===== src/rtl/pipeline_ctrl_pkg.sv =====
// Shared types for the pipeline controller: register index type, FSM state and the
// per-cycle enable/flush bundle, plus the rule table for a cycle the memory is not holding.
package pipeline_ctrl_pkg;

    localparam int REG_W_DEF = 5;

    typedef logic [REG_W_DEF-1:0] regbits_t;

    typedef enum logic [1:0] {
        RUN   = 2'd0,
        DWAIT = 2'd1,
        HALT  = 2'd2
    } pctrl_state_t;

    typedef struct packed {
        logic pc_wen;
        logic ifid_wen;
        logic ifid_flush;
        logic idex_wen;
        logic idex_flush;
        logic exmem_wen;
        logic exmem_flush;
        logic memwb_wen;
    } pctrl_ctl_t;

    localparam pctrl_ctl_t CTL_FREEZE = pctrl_ctl_t'(8'b0000_0000);
    localparam pctrl_ctl_t CTL_RUN    = pctrl_ctl_t'(8'b1101_0101);

    // Priority: taken branch > load-use > jump > fetch miss > free run.
    function automatic pctrl_ctl_t flow_ctl(input logic branch_taken, input logic lu_stall,
                                            input logic jump, input logic ihit);
        pctrl_ctl_t c;
        c = CTL_RUN;
        if (branch_taken) begin
            c.ifid_flush  = 1'b1;
            c.idex_flush  = 1'b1;
            c.exmem_flush = 1'b1;
        end else if (lu_stall) begin
            c.pc_wen     = 1'b0;
            c.ifid_wen   = 1'b0;
            c.idex_flush = 1'b1;
        end else if (jump) begin
            c.ifid_flush = 1'b1;
        end else if (!ihit) begin
            c.pc_wen     = 1'b0;
            c.ifid_flush = 1'b1;
        end
        return c;
    endfunction

endpackage


===== src/rtl/pipeline_ctrl_if.sv =====
// Hazard inputs and register-control outputs between datapath (master) and controller (slave).
// stall_count exists only when PIPELINE_CTRL_PERF_EN is defined.
interface pipeline_ctrl_if #(
    parameter int REG_W       = 5,
    parameter int STALL_CNT_W = 32
);
    logic             ihit;
    logic             dhit;
    logic             mem_dren;
    logic             mem_dwen;
    logic             idex_memread;
    logic [REG_W-1:0] idex_rt;
    logic [REG_W-1:0] ifid_rs;
    logic [REG_W-1:0] ifid_rt;
    logic             branch_taken;
    logic             jump;
    logic             halt;
    logic             pc_wen;
    logic             ifid_wen;
    logic             ifid_flush;
    logic             idex_wen;
    logic             idex_flush;
    logic             exmem_wen;
    logic             exmem_flush;
    logic             memwb_wen;
    logic             halted;
`ifdef PIPELINE_CTRL_PERF_EN
    logic [STALL_CNT_W-1:0] stall_count;
`endif

    modport master (
        output ihit, dhit, mem_dren, mem_dwen, idex_memread, idex_rt, ifid_rs, ifid_rt,
        output branch_taken, jump, halt,
        input  pc_wen, ifid_wen, ifid_flush, idex_wen, idex_flush, exmem_wen, exmem_flush,
        input  memwb_wen, halted
`ifdef PIPELINE_CTRL_PERF_EN
        , input stall_count
`endif
    );

    modport slave (
        input  ihit, dhit, mem_dren, mem_dwen, idex_memread, idex_rt, ifid_rs, ifid_rt,
        input  branch_taken, jump, halt,
        output pc_wen, ifid_wen, ifid_flush, idex_wen, idex_flush, exmem_wen, exmem_flush,
        output memwb_wen, halted
`ifdef PIPELINE_CTRL_PERF_EN
        , output stall_count
`endif
    );

endinterface


===== src/rtl/pipeline_ctrl_hazard_detect.sv =====
// Load-use compare: a load in ID/EX whose non-zero destination feeds the instruction in IF/ID.
module hazard_detect #(
    parameter int REG_W = 5
) (
    input  logic             idex_memread,
    input  logic [REG_W-1:0] idex_rt,
    input  logic [REG_W-1:0] ifid_rs,
    input  logic [REG_W-1:0] ifid_rt,
    output logic             lu_stall
);
    assign lu_stall = idex_memread && (idex_rt != '0) &&
                      ((idex_rt == ifid_rs) || (idex_rt == ifid_rt));
endmodule


===== src/rtl/pipeline_ctrl.sv =====
// Pipeline write-enable/flush controller (RUN/DWAIT/HALT FSM).
// Optional stall-cycle counter enabled by PIPELINE_CTRL_PERF_EN.
module pipeline_ctrl
    import pipeline_ctrl_pkg::*;
#(
    parameter int REG_W       = REG_W_DEF,
    parameter int STALL_CNT_W = 32
) (
    input logic            CLK,
    input logic            RST,
    pipeline_ctrl_if.slave pif
);
    pctrl_state_t state, next_state;
    pctrl_ctl_t   ctl;
    logic         lu_stall;
    logic         mem_busy;
    logic         is_halted;

    if (STALL_CNT_W < 1) begin : g_bad_cnt_w
        $error("STALL_CNT_W must be at least 1");
    end

    hazard_detect #(.REG_W(REG_W)) u_hazard_detect (
        .idex_memread(pif.idex_memread),
        .idex_rt     (pif.idex_rt),
        .ifid_rs     (pif.ifid_rs),
        .ifid_rt     (pif.ifid_rt),
        .lu_stall    (lu_stall)
    );

    assign mem_busy = (pif.mem_dren || pif.mem_dwen) && !pif.dhit;

    always_ff @(posedge CLK or posedge RST) begin
        if (RST) state <= RUN;
        else     state <= next_state;
    end

    always_comb begin
        next_state = state;
        case (state)
            RUN: begin
                if (pif.halt)    next_state = HALT;
                else if (mem_busy) next_state = DWAIT;
            end
            DWAIT:   if (pif.dhit) next_state = RUN;
            HALT:    next_state = HALT;
            default: next_state = RUN;
        endcase
    end

    // Outputs are forced quiet while RST is high, independent of state.
    always_comb begin
        ctl       = CTL_FREEZE;
        is_halted = 1'b0;
        if (!RST) begin
            case (state)
                RUN: begin
                    if (!pif.halt && !mem_busy)
                        ctl = flow_ctl(pif.branch_taken, lu_stall, pif.jump, pif.ihit);
                end
                DWAIT: begin
                    if (pif.dhit)
                        ctl = flow_ctl(pif.branch_taken, lu_stall, pif.jump, pif.ihit);
                end
                HALT:    is_halted = 1'b1;
                default: ;
            endcase
        end
    end

    assign pif.pc_wen      = ctl.pc_wen;
    assign pif.ifid_wen    = ctl.ifid_wen;
    assign pif.ifid_flush  = ctl.ifid_flush;
    assign pif.idex_wen    = ctl.idex_wen;
    assign pif.idex_flush  = ctl.idex_flush;
    assign pif.exmem_wen   = ctl.exmem_wen;
    assign pif.exmem_flush = ctl.exmem_flush;
    assign pif.memwb_wen   = ctl.memwb_wen;
    assign pif.halted      = is_halted;

`ifdef PIPELINE_CTRL_PERF_EN
    logic [STALL_CNT_W-1:0] stall_cnt;

    // Counts PC-hold cycles outside HALT; sticks at all-ones instead of wrapping.
    always_ff @(posedge CLK or posedge RST) begin
        if (RST)
            stall_cnt <= '0;
        else if ((state != HALT) && !ctl.pc_wen && (stall_cnt != '1))
            stall_cnt <= stall_cnt + 1'b1;
    end

    assign pif.stall_count = stall_cnt;
`endif

endmodule


===== src/flat_wrapper.sv =====
// flat-port wrapper written by rule: the top's interface ports become plain ports
module pipeline_ctrl_flat import pipeline_ctrl_pkg::*;
#(
    parameter int REG_W       = REG_W_DEF,
    parameter int STALL_CNT_W = 32
)
  (CLK, RST, pif_ihit, pif_dhit, pif_mem_dren, pif_mem_dwen, pif_idex_memread, pif_idex_rt, pif_ifid_rs, pif_ifid_rt, pif_branch_taken, pif_jump, pif_halt, pif_pc_wen, pif_ifid_wen, pif_ifid_flush, pif_idex_wen, pif_idex_flush, pif_exmem_wen, pif_exmem_flush, pif_memwb_wen, pif_halted);
  pipeline_ctrl_if #(.REG_W(REG_W), .STALL_CNT_W(STALL_CNT_W)) pif_i ();
  input logic CLK;
  input logic RST;
  input wire logic [$bits(pif_i.ihit)-1:0] pif_ihit;
  input wire logic [$bits(pif_i.dhit)-1:0] pif_dhit;
  input wire logic [$bits(pif_i.mem_dren)-1:0] pif_mem_dren;
  input wire logic [$bits(pif_i.mem_dwen)-1:0] pif_mem_dwen;
  input wire logic [$bits(pif_i.idex_memread)-1:0] pif_idex_memread;
  input wire logic [$bits(pif_i.idex_rt)-1:0] pif_idex_rt;
  input wire logic [$bits(pif_i.ifid_rs)-1:0] pif_ifid_rs;
  input wire logic [$bits(pif_i.ifid_rt)-1:0] pif_ifid_rt;
  input wire logic [$bits(pif_i.branch_taken)-1:0] pif_branch_taken;
  input wire logic [$bits(pif_i.jump)-1:0] pif_jump;
  input wire logic [$bits(pif_i.halt)-1:0] pif_halt;
  output wire logic [$bits(pif_i.pc_wen)-1:0] pif_pc_wen;
  output wire logic [$bits(pif_i.ifid_wen)-1:0] pif_ifid_wen;
  output wire logic [$bits(pif_i.ifid_flush)-1:0] pif_ifid_flush;
  output wire logic [$bits(pif_i.idex_wen)-1:0] pif_idex_wen;
  output wire logic [$bits(pif_i.idex_flush)-1:0] pif_idex_flush;
  output wire logic [$bits(pif_i.exmem_wen)-1:0] pif_exmem_wen;
  output wire logic [$bits(pif_i.exmem_flush)-1:0] pif_exmem_flush;
  output wire logic [$bits(pif_i.memwb_wen)-1:0] pif_memwb_wen;
  output wire logic [$bits(pif_i.halted)-1:0] pif_halted;
  assign pif_i.ihit = pif_ihit;
  assign pif_i.dhit = pif_dhit;
  assign pif_i.mem_dren = pif_mem_dren;
  assign pif_i.mem_dwen = pif_mem_dwen;
  assign pif_i.idex_memread = pif_idex_memread;
  assign pif_i.idex_rt = pif_idex_rt;
  assign pif_i.ifid_rs = pif_ifid_rs;
  assign pif_i.ifid_rt = pif_ifid_rt;
  assign pif_i.branch_taken = pif_branch_taken;
  assign pif_i.jump = pif_jump;
  assign pif_i.halt = pif_halt;
  assign pif_pc_wen = pif_i.pc_wen;
  assign pif_ifid_wen = pif_i.ifid_wen;
  assign pif_ifid_flush = pif_i.ifid_flush;
  assign pif_idex_wen = pif_i.idex_wen;
  assign pif_idex_flush = pif_i.idex_flush;
  assign pif_exmem_wen = pif_i.exmem_wen;
  assign pif_exmem_flush = pif_i.exmem_flush;
  assign pif_memwb_wen = pif_i.memwb_wen;
  assign pif_halted = pif_i.halted;
  pipeline_ctrl #(.REG_W(REG_W), .STALL_CNT_W(STALL_CNT_W)) u_core (.CLK(CLK), .RST(RST), .pif(pif_i));
endmodule

===== config.mk =====
export PLATFORM = sky130hd
export DESIGN_NAME = pipeline_ctrl_flat
export DESIGN_NICKNAME = d
export VERILOG_FILES = /design/src/rtl/pipeline_ctrl_pkg.sv /design/src/rtl/pipeline_ctrl_if.sv /design/src/rtl/pipeline_ctrl_hazard_detect.sv /design/src/rtl/pipeline_ctrl.sv /design/src/flat_wrapper.sv
export SDC_FILE = /design/constraint.sdc
export NUM_CORES = 1
export LEC_CHECK = 0
export BUFFER_PORTS_ARGS = -buffer_cell sky130_fd_sc_hd__buf_2
export CAP_MARGIN = 20
export CORE_AREA = 3 3 40 42
export CTS_CLUSTER_DIAMETER = 200
export CTS_CLUSTER_SIZE = 28
export DETAILED_ROUTE_END_ITERATION = 10
export DIE_AREA = 0 0 43 45
export PLACE_DENSITY = 0.69
export REMOVE_ABC_BUFFERS = 1
export SYNTH_ARGS = -nofsm -noshare
export SYNTH_HDL_FRONTEND = slang
export SYNTH_HIERARCHICAL = 1
export SYNTH_SLANG_ARGS = --single-unit

===== constraint.sdc =====
create_clock -name CLK -period 2.3 [get_ports CLK]
set_clock_uncertainty 0.1 [all_clocks]
set_input_delay 0.46 -clock CLK [delete_from_list [all_inputs] [get_ports CLK]]
set_output_delay 0.46 -clock CLK [all_outputs]
set_load 0.01 [all_outputs]

==> reports/results.ini, run 1 <==
[logic_synthesis]
netlist_area_um2 = 332
yosys.area_share.adder = 0
ys_warn_count = 6
synth_simple_gate_area_frac = 0.234
synth-seq-cells = 2
avgSynthCellArea_um2 = 7.54
synth_top_family_by_area = XOR/XNOR gates
synth_mux_area_frac = 0
synth_compound_area_frac = 0.260
yosysSeqAreaShare = 0.151
ys_types = 18
synth-xor-area-share = 0.264
synth_cells = 44

[sta]
fin_crit_sh = 1.00
period_needed_ns = 2.30
hold_viol_final = 0
hold_ws_ns = 0.325
setup_viol = 1
max_slew_margin = 0.838
rsz0062_at_grt = yes
timing.final.ws_setup_ns = -0.00280
max_freq_mhz = 434
tightest_slew_ns = 0.241
report.final.slew_viol_count = 0

[power_and_ir_drop]
powerDensity_nw_per_um2 = 303
total_power_uw = 181
p_leak_uw = 0.000324
vdd_drop_max_v = 0.000243

[detailed_routing]
routed-via-count = 432
dr.pass1.iters = 3
drc = 0
viasPerCell = 4.41
drt_iter0_drc = 3
post_drt_wl_per_cell_um = 9.83
totalWireLength_um = 963
postRouteAntennaNets = 0

[die]
die_area_um2 = 1940
fp-row-count = 13
start_util = 0.258
fp.dieW_um = 43
die_h_um = 45
ios = 34
core_um2 = 1280

[placement]
placed_cell_area_um2 = 531
place.gp.congestion = 0.656
hpwl_um = 833
portBuffers = 33
post-place-ws_ns = -0.0631

[grt]
grt_pass1_vias = 404
antenna_found_initial = 0
grt-busiest-layer = met2
gr-usage-met2 = 0.198
grt.met1_usage = 0.0940
globalRouteOverflowTotal = 0
grt_pass1_wl_um = 1470
use_met3 = 0.0359
gr-usage-all-layers = 0.102
grt_max_degree = 7

[cts]
postCtsSetupRepairBufs = 0
htreeDepth = 1
cts_tree = done
cts_inserted_buffers = 3
insertion_delay_ns = 0.22
path_clk_slew_ns = 0.03
clk_path_buf_depth = 2
clock-sinks = 2
root_buffer = clkbuf_4

[worst_setup_path]
arrival_ns = 1.74
required_ns = 1.74
critPathLaunchType = primary input
worstSetupEndpointType = primary output
crit_type = primary input to primary output
crit_fanout = 3

[layout]
final_cell_mix = buf_2 (32), nor2_1 (8), xor2_1 (6)
mostFrequentLayoutCell = buf_2
area_delta_synth_final_pct = 80.0
antennaDiodeCount = 0
largest_reg_flops = 2
fillCellCount = 139
drive_above_1_share = 0.590
stdcell_area_um2 = 597
reg_top3 = u_core/state: 2 flops
largest-register = u_core/state
finish.utilization = 0.464
nNetsFinal = 110

[hold_path]
min-delay-path-class = primary input to register

[status]
run_status = finished with violations
violations = negative setup slack

[flow_run]
cap_violations = 0

-- synthesized netlist by cell type --
| library cell | count | area, um^2 |
|---|---|---|
| nor2_1 | 8 | 30.0 |
| xor2_1 | 6 | 52.6 |
| inv_1 | 4 | 15.0 |
| xnor2_1 | 4 | 35.0 |
| a21oi_1 | 3 | 15.0 |
| nor3_1 | 3 | 15.0 |
| buf_4 | 2 | 15.0 |
| dfrtp_1 | 2 | 50.1 |
| nand3_1 | 2 | 10.0 |
| o21bai_1 | 2 | 15.0 |
| a211oi_2 | 1 | 12.5 |
| a21o_1 | 1 | 7.51 |
| and2_2 | 1 | 7.51 |
| nor3b_1 | 1 | 7.51 |
| o211ai_4 | 1 | 21.3 |
| o21ai_1 | 1 | 5.00 |
| o21ba_2 | 1 | 10.0 |
| or4_1 | 1 | 7.51 |
-- critical path, stage by stage --
cell      delay (ns)
buf_6           0.09
or4_4           0.52
o21ai_2         0.14
a21oi_2         0.06
o21bai_4        0.17
a211oi_2        0.16
buf_2           0.16
-- routing by layer --
layer,share of wire,vias up,wire length (um)
met1,0.36,191,351
met4,0,0,0
li1,-,227,-
met2,0.57,14,551
met3,0.062,0,60
met5,0,-,0
-- stage by stage --
stage / instances / TNS, ns
detailed placement: 94 / -0.0631
global placement: 94 / -0.0725
CTS: 98 / -0.0254
global route: 98 / -0.150
floorplan: 42 / 0
finish: 98 / -0.00280
-- cell type report --
type	count	area [um^2]	share of cell area
tap	15	18.8	0.0314
multi-input combinational	36	279	0.468
inverter	4	15.0	0.0252
clock buffer	3	22.5	0.0377
sequential	2	50.0	0.0839
timing repair buffer	38	211	0.354
-- where the power goes --
part,internal (uW),switching [uW]
logic,39.1,29.5
registers,35.5,0.0000837
clock network,57.5,19.5
total,132,49.0
-- logic make-up after synthesis --
group / Yosys count
AO/OA/AOI/OAI: 10
XOR/XNOR: 10
buffers and inverters: 6
flip-flops: 2
AND/OR/NAND/NOR: 16
-- path summary, 6_finish.rpt --
kind / endpoint / from / cells after the start / slack [ns]
worst max-delay path: pif_pc_wen / pif_idex_rt[2] / 7 / -0.003
max in group asynchronous: u_core/state[0] / RST / 3 / 1.43
min in group asynchronous: u_core/state[1] / RST / 3 / 0.56
worst max register to register: u_core/state[0] / u_core/state[1] / 1 / 1.45
worst min-delay path: u_core/state[0] / pif_dhit / 2 / 0.32
worst min register to register: u_core/state[1] / u_core/state[0] / 1 / 0.39
-- repair_timing --
| item | CTS | global route |
|---|---|---|
| hold buffers | 1 | 0 |
| gates cloned | 0 | 0 |
| endpoints found under the setup margin | 2 | 4 |
| pin swaps | 3 | 2 |
| hold endpoints to repair | 1 | 0 |
| resized for setup | 2 | 4 |
(Power assumes the default switching activity.)
==> run 2, diff against run 1 <==
--- a/config.mk
+++ b/config.mk
@@ -8,6 +8,7 @@
 export BUFFER_PORTS_ARGS = -buffer_cell sky130_fd_sc_hd__buf_2
 export CAP_MARGIN = 20
 export CORE_AREA = 3 3 40 42
+export CTS_BUF_LIST = sky130_fd_sc_hd__clkbuf_8 sky130_fd_sc_hd__clkbuf_16
 export CTS_CLUSTER_DIAMETER = 200
 export CTS_CLUSTER_SIZE = 28
 export DETAILED_ROUTE_END_ITERATION = 10
==> constraint.sdc (replaced) <==
create_clock -name CLK -period 2.3 [get_ports CLK]
set_clock_uncertainty 0.1 [all_clocks]
set_input_delay 0.69 -clock CLK [delete_from_list [all_inputs] [get_ports CLK]]
set_output_delay 0.69 -clock CLK [all_outputs]
set_load 0.01 [all_outputs]
==> reports/results.ini, run 2 (same netlist as run 1, synthesis figures left out) <==
[sta]
tns_ns = -1.70
rsz0062_at_grt = yes
tightest_slew_ns = 0.243
hold_viol_final = 0
setup_viol = 4
period_needed_ns = 2.79
max_slew_margin = 0.838
max_freq_mhz = 358
report.final.slew_viol_count = 0
fin_crit_sh = 1.21
timing.final.ws_setup_ns = -0.490

[worst_setup_path]
cpMaxStageDelayCell = or4_4
crit_fanout = 3
arrival_ns = 2.00
max_stage_delay_ns = 0.53
reg2reg_from = u_core/state[1]
required_ns = 1.51
reg2reg_setup_slack_ns = 1.51
crit_type = primary input to primary output
worstSetupEndpointType = primary output
r2r_end = u_core/state[1]
critPathLaunchType = primary input
crit_chain = buf_6, or4_4, o21ai_2, a21oi_2, o21bai_4, a211oi_2, buf_2
r2r_cells = 2

[layout]
antennaDiodeCount = 0
final_cell_count_no_fill = 99
reg_top3 = u_core/state: 2 flops
nNetsFinal = 111
area_delta_synth_final_pct = 90.6
fillCellCount = 126
mostFrequentLayoutCell = buf_2
final_cell_mix = buf_2 (31), nor2_1 (7), xor2_1 (6)
largest-register = u_core/state
drive_above_1_share = 0.607
largest_reg_flops = 2
stdcell_area_um2 = 632

[placement]
portBuffers = 33
place_inst = 96
place.gp.congestion = 0.659
hpwl_um = 784
placed_cell_area_um2 = 546

[cts]
postCtsSetupRepairBufs = 0
cts_inserted_buffers = 3
hold_buffers = 0
htreeDepth = 1
path_clk_slew_ns = 0.03
clock-sinks = 2
clk_path_buf_depth = 2
insertion_delay_ns = 0.21
cts_tree = done
root_buffer = clkbuf_8

[die]
die_area_um2 = 1940
start_util = 0.258
fp-row-count = 13
fp.dieW_um = 43
ios = 34
die_h_um = 45
core_um2 = 1280

[detailed_routing]
drt_iter0_drc = 3
routed-via-count = 428
drc = 0
viasPerCell = 4.32
post_drt_wl_per_cell_um = 9.74
dr.pass1.iters = 2
postRouteAntennaNets = 0
totalWireLength_um = 964

[grt]
grt_pass1_vias = 397
grt-busiest-layer = met2
gr-usage-all-layers = 0.100
grt_pass1_wl_um = 1460
antenna_found_initial = 0
grt_max_degree = 7
grt.met1_usage = 0.0993
globalRouteOverflowTotal = 0
use_met3 = 0.0159
gr-usage-met2 = 0.189

[status]
run_status = finished with violations
violations = negative setup slack

[power_and_ir_drop]
vdd_drop_max_v = 0.000272
p_leak_uw = 0.000341
powerDensity_nw_per_um2 = 389

[hold_path]
min-delay-path-class = primary input to asynchronous set/reset pin

[flow_run]
cap_violations = 0

-- run 2: changes by cell type in the layout (fill, tap and decap cells not counted), sizes merged --
cell         previous run  this run
buf                    37        39
dlygate4sd3             1         0
-- run 2: what timing repair did --
item	CTS	global route
resized for setup	2	7
endpoints found under the setup margin	4	7
pin swaps	6	6
cloned	0	0
-- run 2: stage by stage --
step / util / total power [uW] / worst slack (ns) / hold slack, ns
3_5_place_dp: 0.425 / 99.5 / -0.549 / 0.389
5_1_grt: 0.492 / 261 / -0.532 / 0.260
6_report: 0.492 / 246 / -0.490 / 0.246
2_1_floorplan: - / 61.8 / -0.332 / 0.331
4_1_cts: 0.464 / 245 / -0.501 / 0.241
3_3_place_gp: 0.425 / 98.7 / -0.534 / 0.391
-- run 2: worst max-delay path by stage --
stage	cells after the start	to	from
floorplan	5	pif_pc_wen	pif_idex_rt[1]
global route	7	pif_pc_wen	pif_idex_rt[4]
global placement	7	pif_pc_wen	pif_idex_rt[1]
finish	7	pif_pc_wen	pif_idex_rt[4]
CTS	7	pif_pc_wen	pif_idex_rt[4]
detailed placement	7	pif_pc_wen	pif_idex_rt[1]
-- run 2: worst max-delay path: cells and delay by family --
| kind | cells | cell delay, ns |
|---|---|---|
| and+or+nand+nor | 1 | 0.53 |
| buffers and inverters | 2 | 0.24 |
| AOI/OAI and AO/OA | 4 | 0.54 |
-- run 2: cell type report --
cell class	instances	area (um^2)	share of cell area
multi-input combinational	36	277	0.438
timing repair buffer	39	230	0.364
sequential	2	50.0	0.0792
clock buffer	3	41.3	0.0653
tap	15	18.8	0.0297
inverter	4	15.0	0.0238
-- run 2: metal layers --
layer / routed length (um) / up-vias
li1: - / 227
met1: 326 / 187
met2: 569 / 14
met3: 69 / 0
met4: 0 / 0
met5: 0 / -
-- run 2: where the power goes --
part,total (uW),switching [uW],internal (uW)
logic,72.0,29.8,42.2
clock network,138,27.4,111
registers,35.5,0.0000758,35.5
